### config.mk
export PLATFORM = sky130hd
export DESIGN_NAME = memory_arbiter
export DESIGN_NICKNAME = d
export VERILOG_FILES = /design/src/rtl/memory_arbiter.sv
export SDC_FILE = /design/constraint.sdc
export NUM_CORES = 1
export LEC_CHECK = 0
export ABC_CLOCK_PERIOD_IN_PS = 6660
export CAP_MARGIN = 20
export CORE_ASPECT_RATIO = 1.5
export CORE_MARGIN = 4
export CORE_UTILIZATION = 25
export CTS_CLUSTER_SIZE = 30
export DETAILED_ROUTE_END_ITERATION = 8
export DONT_BUFFER_PORTS = 1
export PLACE_DENSITY = 0.36
export SYNTH_ARGS = -nofsm -noshare
export SYNTH_HDL_FRONTEND = slang
export SYNTH_SLANG_ARGS = --single-unit
### constraint.sdc
create_clock -name clk -period 6.66 [get_ports clk]
set_clock_uncertainty 0.2 [all_clocks]
set_input_delay 1.332 -clock clk [delete_from_list [all_inputs] [get_ports clk]]
set_output_delay 1.332 -clock clk [all_outputs]
set_load 0.01 [all_outputs]
### src/rtl/memory_arbiter.sv
// Single-port memory arbiter shared by instruction fetch and the MemoryAccess stage.
// One request is latched at a time and occupies the memory for MEM_LATENCY cycles. The
// requester then gets a one-cycle ready pulse, and stall stays high while any request waits.
module memory_arbiter #(
    parameter int unsigned ADDR_WIDTH  = 32,
    parameter int unsigned DATA_WIDTH  = 32,
    parameter int unsigned MEM_LATENCY = 2
) (
    input  logic                  clk,
    input  logic                  rst,
    input  logic                  fetchReq,
    input  logic [ADDR_WIDTH-1:0] fetchAddr,
    output logic [DATA_WIDTH-1:0] fetchData,
    output logic                  fetchReady,
    input  logic [1:0]            memAccessControl,
    input  logic [ADDR_WIDTH-1:0] dataAddr,
    input  logic [DATA_WIDTH-1:0] writeData,
    output logic [DATA_WIDTH-1:0] readData,
    output logic                  dataReady,
    output logic                  stall,
    output logic [ADDR_WIDTH-1:0] memAddr,
    output logic [DATA_WIDTH-1:0] memWriteData,
    output logic                  memReadEnable,
    output logic                  memWriteEnable,
    input  logic [DATA_WIDTH-1:0] memReadData
);

    localparam int unsigned CntWidth = (MEM_LATENCY > 1) ? $clog2(MEM_LATENCY) : 1;
    localparam logic [CntWidth-1:0] LastCount = CntWidth'(MEM_LATENCY - 1);

    typedef enum logic [1:0] {
        StIdle,
        StDataBusy,
        StFetchBusy
    } arbState;

    arbState             state;
    arbState             stateNext;
    logic [CntWidth-1:0] counter;
    logic                isWrite;
    logic                dataReq;
    logic                dataPending;
    logic                fetchPending;
    logic                grantData;
    logic                grantFetch;
    logic                accessDone;

    // Code 11 is not a request; a requester is masked in its own ready cycle because the
    // request it still shows then belongs to the instruction just served.
    assign dataReq      = (memAccessControl == 2'b01) || (memAccessControl == 2'b10);
    assign dataPending  = dataReq && !dataReady;
    assign fetchPending = fetchReq && !fetchReady;

    assign stall = (fetchReq && !fetchReady) || (dataReq && !dataReady);

    // Strobes decode from state so an asynchronous reset drops them without a clock edge.
    assign memReadEnable  = (state == StFetchBusy) || ((state == StDataBusy) && !isWrite);
    assign memWriteEnable = (state == StDataBusy) && isWrite;

    // State register.
    always_ff @(posedge clk or posedge rst) begin
        if (rst) begin
            state <= StIdle;
        end else begin
            state <= stateNext;
        end
    end

    // Next state and grant decode; data wins ties because it is the older instruction.
    always_comb begin
        stateNext  = state;
        grantData  = 1'b0;
        grantFetch = 1'b0;
        accessDone = (state != StIdle) && (counter == LastCount);
        unique case (state)
            StIdle: begin
                if (dataPending) begin
                    stateNext = StDataBusy;
                    grantData = 1'b1;
                end else if (fetchPending) begin
                    stateNext  = StFetchBusy;
                    grantFetch = 1'b1;
                end
            end
            StDataBusy, StFetchBusy: begin
                if (accessDone) begin
                    stateNext = StIdle;
                end
            end
            default: stateNext = StIdle;
        endcase
    end

    // Request latching, busy-cycle counting and result capture with the ready pulses.
    always_ff @(posedge clk or posedge rst) begin
        if (rst) begin
            counter      <= '0;
            isWrite      <= 1'b0;
            memAddr      <= '0;
            memWriteData <= '0;
            readData     <= '0;
            fetchData    <= '0;
            dataReady    <= 1'b0;
            fetchReady   <= 1'b0;
        end else begin
            dataReady  <= 1'b0;
            fetchReady <= 1'b0;
            if (grantData) begin
                memAddr      <= dataAddr;
                memWriteData <= writeData;
                isWrite      <= (memAccessControl == 2'b10);
                counter      <= '0;
            end else if (grantFetch) begin
                memAddr <= fetchAddr;
                isWrite <= 1'b0;
                counter <= '0;
            end else if (accessDone) begin
                if (state == StDataBusy) begin
                    dataReady <= 1'b1;
                    if (!isWrite) begin
                        readData <= memReadData;
                    end
                end else begin
                    fetchReady <= 1'b1;
                    fetchData  <= memReadData;
                end
            end else if (state != StIdle) begin
                counter <= counter + CntWidth'(1);
            end
        end
    end

endmodule

After elaboration in Yosys (flattened, before gate mapping)
Index checks and enable logic that the tools add are counted.
{"block": "classes", "n_reduce_logical": 20, "n_addsub": 1, "bitwise_logic": 4, "muxes": 25, "n_eq_ne": 7}
{"operator": "$mux 32", "count": 2}
{"operator": "$mux 1", "count": 19}
{"operator": "$mux 2", "count": 3}
{"operator": "$ne 3x3->1 const B", "count": 2}
{"operator": "$logic_and 1x1->1", "count": 5}
{"operator": "$reduce_and 5->1", "count": 1}
{"operator": "$eq 2x1->1 const B", "count": 2}
{"operator": "$eq 2x2->1 const B", "count": 2}
{"operator": "$not 1->1", "count": 4}
{"operator": "$pmux 2 s2", "count": 1}
{"operator": "$reduce_and 2->1", "count": 2}
{"operator": "$reduce_and 4->1", "count": 1}
{"operator": "$reduce_bool 2->1", "count": 2}
{"operator": "$logic_not 1->1", "count": 3}
{"operator": "$logic_or 1x1->1", "count": 3}
{"operator": "$reduce_bool 3->1", "count": 1}
{"operator": "$logic_not 2->1", "count": 1}
{"operator": "$ne 2x2->1 const B", "count": 1}
{"operator": "$reduce_or 2->1", "count": 1}
{"operator": "$add 1x1->1 const B", "count": 1}
{"block": "totals", "output_inout_bits": 133, "inputBits": 133, "elab_cells": 66, "register_bits": 134}

Logic depth before layout (Yosys ltp)
Gate-level depths: netlist (run 1).
{"block": "depth", "word_depth": 7, "ltp_mapped": 7, "ltp_nobuf": 5}

Worst setup path after synthesis (run 1)
No wires, ideal clock.
{"block": "synth_timing", "path_type": "in2out", "start": "input memAccessControl[0]", "end": "output stall", "slack_ns": 3.129, "n_path_buf": 0, "arrival_ns": 1.999, "cell_stages": 4, "t_required_ns": 5.128, "cell_sequence": "inv_1 -> ha_1 -> or2_4 -> nand2_1"}
{"block": "synth_via", "elab_chain_len": 4, "elab_cells_between_ends": 5, "classes_between": "2 x eq/ne; 3 x reduce/logical"}
{"item": "from (decl)", "line_no": "15", "rtl": "input logic [1:0] memAccessControl,"}
{"item": "$eq 2x1->1 or $eq 2x2->1 (tied branches)", "line_no": "50", "rtl": "assign dataReq = (memAccessControl == 2'b01) || (memAccessControl == 2'b10);"}
{"item": "$logic_or 1x1->1 (*)", "line_no": "50"}
{"item": "$logic_and 1x1->1 (*)", "line_no": "54", "rtl": "assign stall = (fetchReq && !fetchReady) || (dataReq && !dataReady);"}
{"item": "$logic_or 1x1->1 (*)", "line_no": "54"}
{"item": "to (decl)", "line_no": "20", "rtl": "output logic stall,"}
Every way passes the cells marked *; elsewhere a longest branch is shown, timed or not.

Worst setup path after layout (run 1)
Same ends and word-level chain as after synthesis.

==> metrics, run 1 <==
number of post-CTS setup repair buffers=0; final weighted congestion in routability-driven placement=between 0.7 and 0.8; initial antenna violation count=0; Static Leakage=2.825 nW; routed vias/inst=approximately 4.7; Synthesis Warnings=0; post-synth net total=between 400 and 500; pin count of the biggest net entering global routing=86; most numerous cell in the Yosys netlist=sky130_fd_sc_hd__dfrtp_1; TritonCTS clock tree=yes; total routing resource utilization after global routing=11.48%; synth-to-layout area growth=17.80%; most congested layer reported by global routing=met2; setup TNS after final layout=0 ns; Initial Util=25.53%; final instance area=6385 um2; floorplan die width=approximately 130 um; adder-cell share of the synthesized area=0.9234%; wire length of the first global-routing pass=21130 um; post-route insts no fill=around 630; average instance area after synthesis=15.49 um2; highest fanout seen on the critical path=5; top cell type's share of synthesized area=61.87%; number of port buffers=0; Yosys reg bits=134; number of cells in the design after placement=602; proportion of layout cells with a drive suffix above 1=38.08%; top cells by instance count after synthesis=sky130_fd_sc_hd__dfrtp_1 (134), sky130_fd_sc_hd__mux2_2 (66), sky130_fd_sc_hd__and3_1 (33), sky130_fd_sc_hd__a221o_1 (32), sky130_fd_sc_hd__mux2_4 (30); unrepaired setup endpoints after global routing=no; maximum vdd drop=0.0001814 V; number of gates given a new drive strength after cts=0; total iterations of the first detailed-routing run=4; power after layout=~3.8 mW; number of nets in the final layout=490; Setup Crit Path Kind=in2out; Crit. End Element=output port; via count of the first global-routing pass=3453; Synth Area in Compound Gates=approximately 7%; Clock Latency Late Sink=about 0.4 ns; parity-gate share of the synthesized area counting xor and xnor cells=0%; antenna-violating nets left=0; Buf/Inv on CP=1; Sink Count=134; initial DRC count=92; global routing met3 resource utilization=5.927%; number of hold buffers added after CTS=0; total setup violations reported at the end of the flow=0; y dimension of the die=188.3 um; Top-Level Pins=266; met2 Use GR=19.53%; total power per unit cell area=598.1 nW/um2; first element of the critical path=memAccessControl[0]; register area share after synthesis=61.87%; Placeable Area=21230 um2; total vias in the final route=2987; main combinational cell family by area after synthesis=multiplexers; measured slew at the worst slew-check pin=0.7555 ns; number of H-tree levels=4; Tcrit/Tclk final=a little over half; worst path cell trace=inv_1 -> ha_1 -> or2_4 -> nand2_1; worst endpoint data arrival time=2.12 ns; hpwl dp=9911 um; worst hold path type=reg2reg; dominant cell type by area after synthesis=sky130_fd_sc_hd__dfrtp_1; # rows=65; share of flip-flops with an asynchronous set or reset after synthesis=100.0%; cts bufs inserted=17; slowest stage cell, crit path=sky130_fd_sc_hd__ha_1; run status=finished clean; number of antenna cells inserted=0; MaxCap Viol Count=0; portion of netlist area occupied by mux cells=~22%; Final Critical Period=3.653 ns; kind of launch point of the worst setup path=input port; Post-Synth Simple-Gate Area=approximately 5.5%; Post-Place Cell Area=5718 um2; clock slew at reported path FFs=0.06 ns; met1 demand-to-capacity share in global routing=12.10%; Post-Synthesis Cell Area=5420 um2; Area contributors post-synth=sky130_fd_sc_hd__dfrtp_1 (62%), sky130_fd_sc_hd__mux2_2 (14%), sky130_fd_sc_hd__mux2_4 (8.3%); maximum root-to-sink buffer count=2; total count of max-transition violations in the final report=0; number of distinct library cells after synthesis=25; post-detailed-route DRC marker count=0; post-synthesis instance total=350; launch point of the worst reg-to-reg path=state[0]; Slew Limit Headroom=49.63%; average wire length per cell after detail routing=22.27 um; peak per-stage delay on the critical path=0.34 ns; most frequently used flop master after synthesis=sky130_fd_sc_hd__dfrtp_1; required arrival time at the worst endpoint=5.13 ns; gate family responsible for the most delay along the worst path=simple AND/OR/NAND/NOR gates; Die ar.=24150 um2; count of flip-flops with a built-in enable after synthesis=0; global route total overflow=0; number of inserted filler cells in the final layout=2097; overall routed net length=around 14000 um; startpoint of the most critical hold path=isWrite; endpoints failing hold=0; maximum operating frequency=about 270 MHz; root buffer cell=sky130_fd_sc_hd__clkbuf_16
==> layer usage <==
metal	vias up	wire [um]
met5	-	0
met4	0	174
met3	10	1688
met2	169	7359
met1	1511	4873
li1	1297	-
==> per-stage QoR <==
stage / setup slack, ns / utilization, % / hold WS [ns]
floorplan: 1.545 / - / 0.2798
global placement: 2.983 / 26.81 / 0.3206
detailed placement: 2.996 / 26.94 / 0.3335
CTS: 2.990 / 30.08 / 0.3467
global route: 2.965 / 30.08 / 0.3504
finish: 3.007 / 30.08 / 0.3290
==> cells by family after synthesis <==
family / Yosys count
and+or+nand+nor: 48
muxes: 96
AOI/OAI and AO/OA: 39
DFF: 134
buffers and inverters: 29
adders and majority gates: 4
==> registers in the layout, indices dropped and copies added, names as in the netlist <==
signal,count
memAddr,32
counter,1
fetchData,32
isWrite,1
fetchReady,1
memWriteData,32
readData,32
dataReady,1
state,2
==> layout by cell type (no fill, tap or decap), types with 2 or more instances in the layout <==
master	synthesis	final
sky130_fd_sc_hd__dfrtp_1	134	134
sky130_fd_sc_hd__mux2_2	66	66
sky130_fd_sc_hd__and3_1	33	33
sky130_fd_sc_hd__a221o_1	32	32
sky130_fd_sc_hd__mux2_4	30	30
sky130_fd_sc_hd__clkbuf_16	0	17
sky130_fd_sc_hd__buf_4	0	7
sky130_fd_sc_hd__clkbuf_8	0	5
sky130_fd_sc_hd__bufinv_16	0	5
sky130_fd_sc_hd__nand2_1	4	4
sky130_fd_sc_hd__inv_1	5	4
sky130_fd_sc_hd__ha_1	4	4
sky130_fd_sc_hd__nor2b_1	2	2
sky130_fd_sc_hd__o211ai_1	2	2
sky130_fd_sc_hd__nand3_1	2	2
sky130_fd_sc_hd__clkbuf_1	9	2
sky130_fd_sc_hd__clkinvlp_4	0	2
==> report_power, final <==
part | switching [mW] | internal [mW]
registers | 0.509 | 1.24
logic | 0.417 | 0.596
clock network | 0.346 | 0.713
total | 1.27 | 2.55
==> cell type report <==
cell class	instances	area, um2	area share [%]
flip-flops and latches	134	3353	52.52
multi-input cells	187	1926	30.16
clock buffers	24	501.7	7.858
well taps	268	335.3	5.252
clock inverters	7	165.2	2.587
repair buffers	8	80.08	1.254
inverters	5	23.77	0.3723
==> path summary, 6_finish.rpt <==
kind	slack, ns	cells after the start	endpoint
worst min register to register	0.33	1	isWrite
max in group asynchronous	4.36	2	memAddr[13]
worst min-delay path	0.33	1	isWrite
worst max register to register	4.10	6	memAddr[13]
worst max-delay path	3.01	4	stall
min in group asynchronous	0.73	1	readData[5]
Power figures use the tool's default switching activity.
==> run 2, diff against run 1 <==
Settings changed: ABC_CLOCK_PERIOD_IN_PS 6660 to 3400.
Clock period 6.66 ns to 3.4 ns, I/O delays scaled along.
==> run 2 against run 1 <==
First-iteration DRC count is 7.6% lower. Sequential power up 96%. Combinational power rose by 96%. Flip-flop and latch count unchanged. Critical endpoint is now readData[21].
==> metrics, run 2 (synthesized netlist as in run 1, its figures left out) <==
# rows=65 (unchanged); maximum root-to-sink buffer count=2 (unchanged); length in cells of the worst reg-to-reg path=6 (unchanged); total power per unit cell area=1145 nW/um2 (+91%); highest fanout seen on the critical path=17 (+12); worst hold path type=in2reg; routed vias/inst=4.751 (+0.68%); slowest stage cell, crit path=sky130_fd_sc_hd__and2_2; initial antenna violation count=0 (unchanged); launch point of the worst reg-to-reg path=state[1]; maximum vdd drop=0.0004450 V (+150%); total setup violations reported at the end of the flow=0 (unchanged); number of nets in the final layout=494 (+0.82%); global route total overflow=0 (unchanged); Sink Count=134 (unchanged); Die ar.=24150 um2 (unchanged); floorplan die width=128.2 um (unchanged); y dimension of the die=188.3 um (unchanged); Setup Crit Path Kind=reg2reg; number of H-tree levels=4 (unchanged); Clock Latency Late Sink=0.42 ns (about the same); number of port buffers=0 (unchanged); cts bufs inserted=17 (unchanged); maximum operating frequency=407.9 MHz; TritonCTS clock tree=yes; peak per-stage delay on the critical path=0.54 ns (+0.20 ns); Crit. End Element=register; overall routed net length=14280 um (+1.3%); average wire length per cell after detail routing=22.39 um (+0.53%); MaxCap Viol Count=0 (unchanged); setup TNS after final layout=0 ns (unchanged); Reg2Reg Setup Slack=0.95 ns (-3.15 ns); total count of max-transition violations in the final report=0 (unchanged); Final Critical Period=2.452 ns; antenna-violating nets left=0 (unchanged); Top-Level Pins=266 (unchanged); hold path cells=1 (unchanged); startpoint of the most critical hold path=memReadData[2]; Tcrit/Tclk final=72.11%; endpoints failing hold=0 (unchanged); clock slew at reported path FFs=0.06 ns (about the same); total iterations of the first detailed-routing run=4 (unchanged); proportion of layout cells with a drive suffix above 1=39.19% (+1.1 points); Static Leakage=2.815 nW (-0.37%); hpwl dp=10140 um (+2.3%); synth-to-layout area growth=17.54%; post-detailed-route DRC marker count=0 (unchanged); initial DRC count=85 (-7.6%); required arrival time at the worst endpoint=3.50 ns (-1.63 ns); endpoint with the worst hold slack=readData[2]; pin count of the biggest net entering global routing=54 (-37%); leading cell type in the layout, fill and taps excluded=sky130_fd_sc_hd__dfrtp_1; worst reg2reg endpoint=readData[21]; number of antenna cells inserted=0 (unchanged); via count of the first global-routing pass=3495 (+1.2%); Slew Limit Headroom=60.49% (+11 points); worst endpoint data arrival time=2.56 ns (+0.44 ns); worst path cell trace=inv_1 -> ha_1 -> and3b_1 -> and2_2 -> buf_4 -> mux2_4; wire length of the first global-routing pass=21500 um (+1.7%); unrepaired setup endpoints after global routing=no; root buffer cell=sky130_fd_sc_hd__clkbuf_16; Min Hold Slack=0.2002 ns (-0.1288 ns); commonest cells after routing, fill and taps aside=sky130_fd_sc_hd__dfrtp_1 (134), sky130_fd_sc_hd__mux2_2 (66), sky130_fd_sc_hd__and3_1 (33); measured slew at the worst slew-check pin=0.5926 ns (-0.1629 ns); kind of launch point of the worst setup path=register; final weighted congestion in routability-driven placement=0.7436 (+5.2%); Initial Util=25.53% (unchanged); run status=finished clean; total vias in the final route=3031 (+1.5%); total routing resource utilization after global routing=11.76% (+0.28 points); Placeable Area=21230 um2 (unchanged)
-- run 2: worst max-delay path: cells and delay by family, from the launching register on --
| family | cells | cell delay, ns |
|---|---|---|
| fa+ha+maj | 1 | 0.25 |
| buf+inv | 2 | 0.42 |
| flops | 1 | 0.40 |
| mux | 1 | 0.32 |
| simple gates | 2 | 0.75 |
-- run 2: power by group --
group          internal (mW)  total [mW]  switching (mW)  leakage [nW]
registers               2.42        3.43            1.01          1.60
clock network           1.16        1.88           0.727         0.286
logic                   1.16        1.98           0.818         0.933
total                   4.74        7.29            2.55          2.81
-- run 2: worst max path at each step --
stage	to	slack, ns	cells past startpoint	start
3_5_place_dp	readData[19]	0.95	6	state[1]
6_report	readData[21]	0.95	6	state[1]
4_1_cts	readData[21]	0.91	6	state[1]
2_1_floorplan	counter	0.85	1	rst
3_3_place_gp	memAddr[6]	1.02	6	memAccessControl[0]
5_1_grt	readData[21]	0.84	6	state[1]
-- run 2: layout make-up --
cell class / count / area (um2)
fillers: 2129 / 14860
flip-flops and latches: 134 / 3353
multi-input cells: 187 / 1926
clock buffers: 17 / 425.4
well taps: 268 / 335.3
clock inverters: 15 / 178.9
repair buffers: 12 / 130.1
inverters: 5 / 22.52
-- run 2: repair_timing --
action / CTS / global route
hold buffers: 0 / 1
buffers inserted: 0 / 0
resized for setup: 0 / 0
hold endpoints to repair: 0 / 4
-- run 2: routing by layer --
layer / routed length, um / GRT usage [%] / up-vias
met5: 0 / 0 / -
met4: 249 / 5.065 / 0
met3: 1797 / 5.956 / 17
met2: 7327 / 19.67 / 183
met1: 4908 / 12.30 / 1523
li1: - / - / 1308
-- run 2: metrics by stage --
step	utilization [%]	total power, mW	instances	worst slack [ns]	area [um2]
floorplan	-	4.912	350	0.8548	5424
global placement	27.03	5.465	604	1.019	5737
detailed placement	27.03	5.501	604	0.9474	5737
CTS	29.87	7.457	636	0.9127	6341
global route	30.01	7.766	638	0.8363	6371
finish	30.01	7.293	638	0.9482	6371
==> run 3, diff against run 2 <==
Settings changed: ABC_CLOCK_PERIOD_IN_PS 3400 to 2200, PLACE_DENSITY 0.36 to 0.38.
Clock period 3.4 ns to 2.2 ns, I/O delays scaled along.
==> run 3 against run 2 <==
Hold slack got worse by 0.13 ns. Largest power group unchanged. Largest cell class unchanged. First-iteration DRC count rose by 40%. Routed wire length rose by 1.2%. Critical path type is now reg2out. Via count rose by 12%. Flip-flop and latch count did not move. Register-to-register slack got worse by 0.80 ns.
==> metrics, run 3 (synthesized netlist as in run 1, its figures left out) <==
run status=finished clean; hpwl dp=9995 um (-1.4%); number of port buffers=0 (unchanged); average wire length per cell after detail routing=19.70 um (-12%); wire length of the first global-routing pass=21940 um (+2.1%); total count of max-transition violations in the final report=0 (unchanged); synth-to-layout area growth=34.79%; post-detailed-route DRC marker count=0 (unchanged); final instance area=7306 um2 (+15%); TritonCTS clock tree=yes; power after layout=11.18 mW (+53%); antenna-violating nets left=0 (unchanged); clock slew at reported path FFs=0.06 ns (about the same); met2 Use GR=21.44% (+1.8 points); post-placement setup slack=0.1333 ns (-0.8141 ns); initial DRC count=119 (+40%); met1 demand-to-capacity share in global routing=11.79% (-0.51 points); worst path cell trace=inv_1 -> ha_1 -> a21o_1; total routing resource utilization after global routing=11.91% (+0.15 points); Sink Count=134 (unchanged); Setup Crit Path Kind=reg2out; floorplan die width=128.2 um (unchanged); Final Critical Period=2.058 ns; number of antenna cells inserted=0 (unchanged); gate family responsible for the most delay along the worst path=flip-flops; total power per unit cell area=1530 nW/um2 (+34%); y dimension of the die=188.3 um (unchanged); MaxCap Viol Count=0 (unchanged); required arrival time at the worst endpoint=1.56 ns (-1.94 ns); overall routed net length=14460 um (+1.2%); most congested layer reported by global routing=met2; worst endpoint data arrival time=1.42 ns (-1.14 ns); Placeable Area=21230 um2 (unchanged); Crit. End Element=output port; final weighted congestion in routability-driven placement=0.7496 (+0.81%); maximum operating frequency=between 400 and 500 MHz; total vias in the final route=3382 (+12%); total setup violations reported at the end of the flow=0 (unchanged); number of H-tree levels=4 (unchanged); number of post-CTS setup repair buffers=0 (unchanged); via count of the first global-routing pass=3831 (+9.6%); commonest cells after routing, fill and taps aside=sky130_fd_sc_hd__dfrtp_1 (134), sky130_fd_sc_hd__dlygate4sd3_1 (97), sky130_fd_sc_hd__mux2_2 (66); endpoints failing hold=0 (unchanged); root buffer cell=sky130_fd_sc_hd__clkbuf_16; Buf/Inv on CP=1 (-1); initial antenna violation count=0 (unchanged); Tcrit/Tclk final=roughly 94%; highest fanout seen on the critical path=4 (-13); routed vias/inst=4.608 (-3.0%); Static Leakage=3.209 nW (+14%); Post-Place Cell Area=5817 um2 (+1.4%); Top-Level Pins=266 (unchanged); global routing met3 resource utilization=5.048% (-0.91 points); Initial Util=25.53% (unchanged); pin count of the biggest net entering global routing=58 (+7.4%); peak per-stage delay on the critical path=0.40 ns (-0.14 ns); maximum vdd drop=0.0005476 V (+23%); kind of launch point of the worst setup path=register; worst hold path type=in2reg; final setup slack of the worst path=0.1422 ns (-0.8061 ns); Slew Limit Headroom=68.78% (+8.3 points); global route total overflow=0 (unchanged); proportion of layout cells with a drive suffix above 1=30.26% (-8.9 points); Min Hold Slack=0.07418 ns (-0.1260 ns); slowest stage cell, crit path=sky130_fd_sc_hd__dfrtp_1; setup TNS after final layout=0 ns (unchanged); maximum root-to-sink buffer count=2 (unchanged); measured slew at the worst slew-check pin=0.4673 ns (-0.1253 ns); # rows=65 (unchanged); total iterations of the first detailed-routing run=4 (unchanged); cts bufs inserted=17 (unchanged); Clock Latency Late Sink=0.41 ns (about the same); unrepaired setup endpoints after global routing=no; leading cell type in the layout, fill and taps excluded=sky130_fd_sc_hd__dfrtp_1; number of nets in the final layout=593 (+20%); Die ar.=24150 um2 (unchanged)
-- run 3: cell count changes in the layout (fill, tap and decap cells not counted) --
cell	delta
sky130_fd_sc_hd__dlygate4sd3_1	+96
sky130_fd_sc_hd__clkbuf_1	+4
sky130_fd_sc_hd__clkbuf_8	+4
sky130_fd_sc_hd__buf_12	+3
sky130_fd_sc_hd__bufinv_16	-3
sky130_fd_sc_hd__clkinvlp_4	-3
sky130_fd_sc_hd__inv_6	-3
sky130_fd_sc_hd__clkinv_4	-2
-- run 3: path summary, 6_finish.rpt --
kind / from / to / slack, ns / cells after the start
min in group asynchronous: rst / memWriteData[7] / 0.33 / 2
worst max register to register: state[0] / readData[31] / 0.15 / 6
worst min register to register: isWrite / isWrite / 0.35 / 1
worst max-delay path: state[1] / memReadEnable / 0.14 / 3
max in group asynchronous: rst / readData[22] / 0.81 / 3
worst min-delay path: dataAddr[6] / memAddr[6] / 0.07 / 2
-- run 3: layout make-up --
type | instances | area (um2)
Tap cell | 268 | 335.3
Clock inverter | 4 | 22.52
Inverter | 5 | 22.52
Clock buffer | 25 | 495.5
Timing Repair Buffer | 111 | 1151
Multi-Input combinational cell | 187 | 1926
Fill cell | 2050 | 13920
Sequential cell | 134 | 3353
-- run 3: worst reg2reg max path: stages, from the launching register on --
cell                      delay [ns]
sky130_fd_sc_hd__dfrtp_1        0.39
sky130_fd_sc_hd__inv_1          0.08
sky130_fd_sc_hd__ha_1           0.25
sky130_fd_sc_hd__and3b_1        0.24
sky130_fd_sc_hd__and2_2         0.19
sky130_fd_sc_hd__buf_12         0.22
sky130_fd_sc_hd__mux2_2         0.37
-- run 3: power by group --
part	switching, mW	leakage, nW	internal [mW]
clock	1.01	0.255	1.54
sequential	1.56	1.60	3.75
combinational	1.32	1.36	2.02
total	3.88	3.21	7.30
-- run 3: timing repair --
action | in CTS | in global routing
hold buffers | 97 | 0
resized for setup | 0 | 0
endpoints found under the hold margin | 143 | 0
-- run 3: stage by stage --
stage	instances	utilization (%)
floorplan	350	-
global placement	608	27.40
detailed placement	608	27.40
CTS	734	34.42
global route	734	34.42
finish	734	34.42
-- run 3: per-layer routing --
metal  routed length, um  vias to the layer above
met1                4762                     1689
li1                    -                     1499
met2                7968                      180
met3                1468                       14
met5                   0                        -
met4                 259                        0
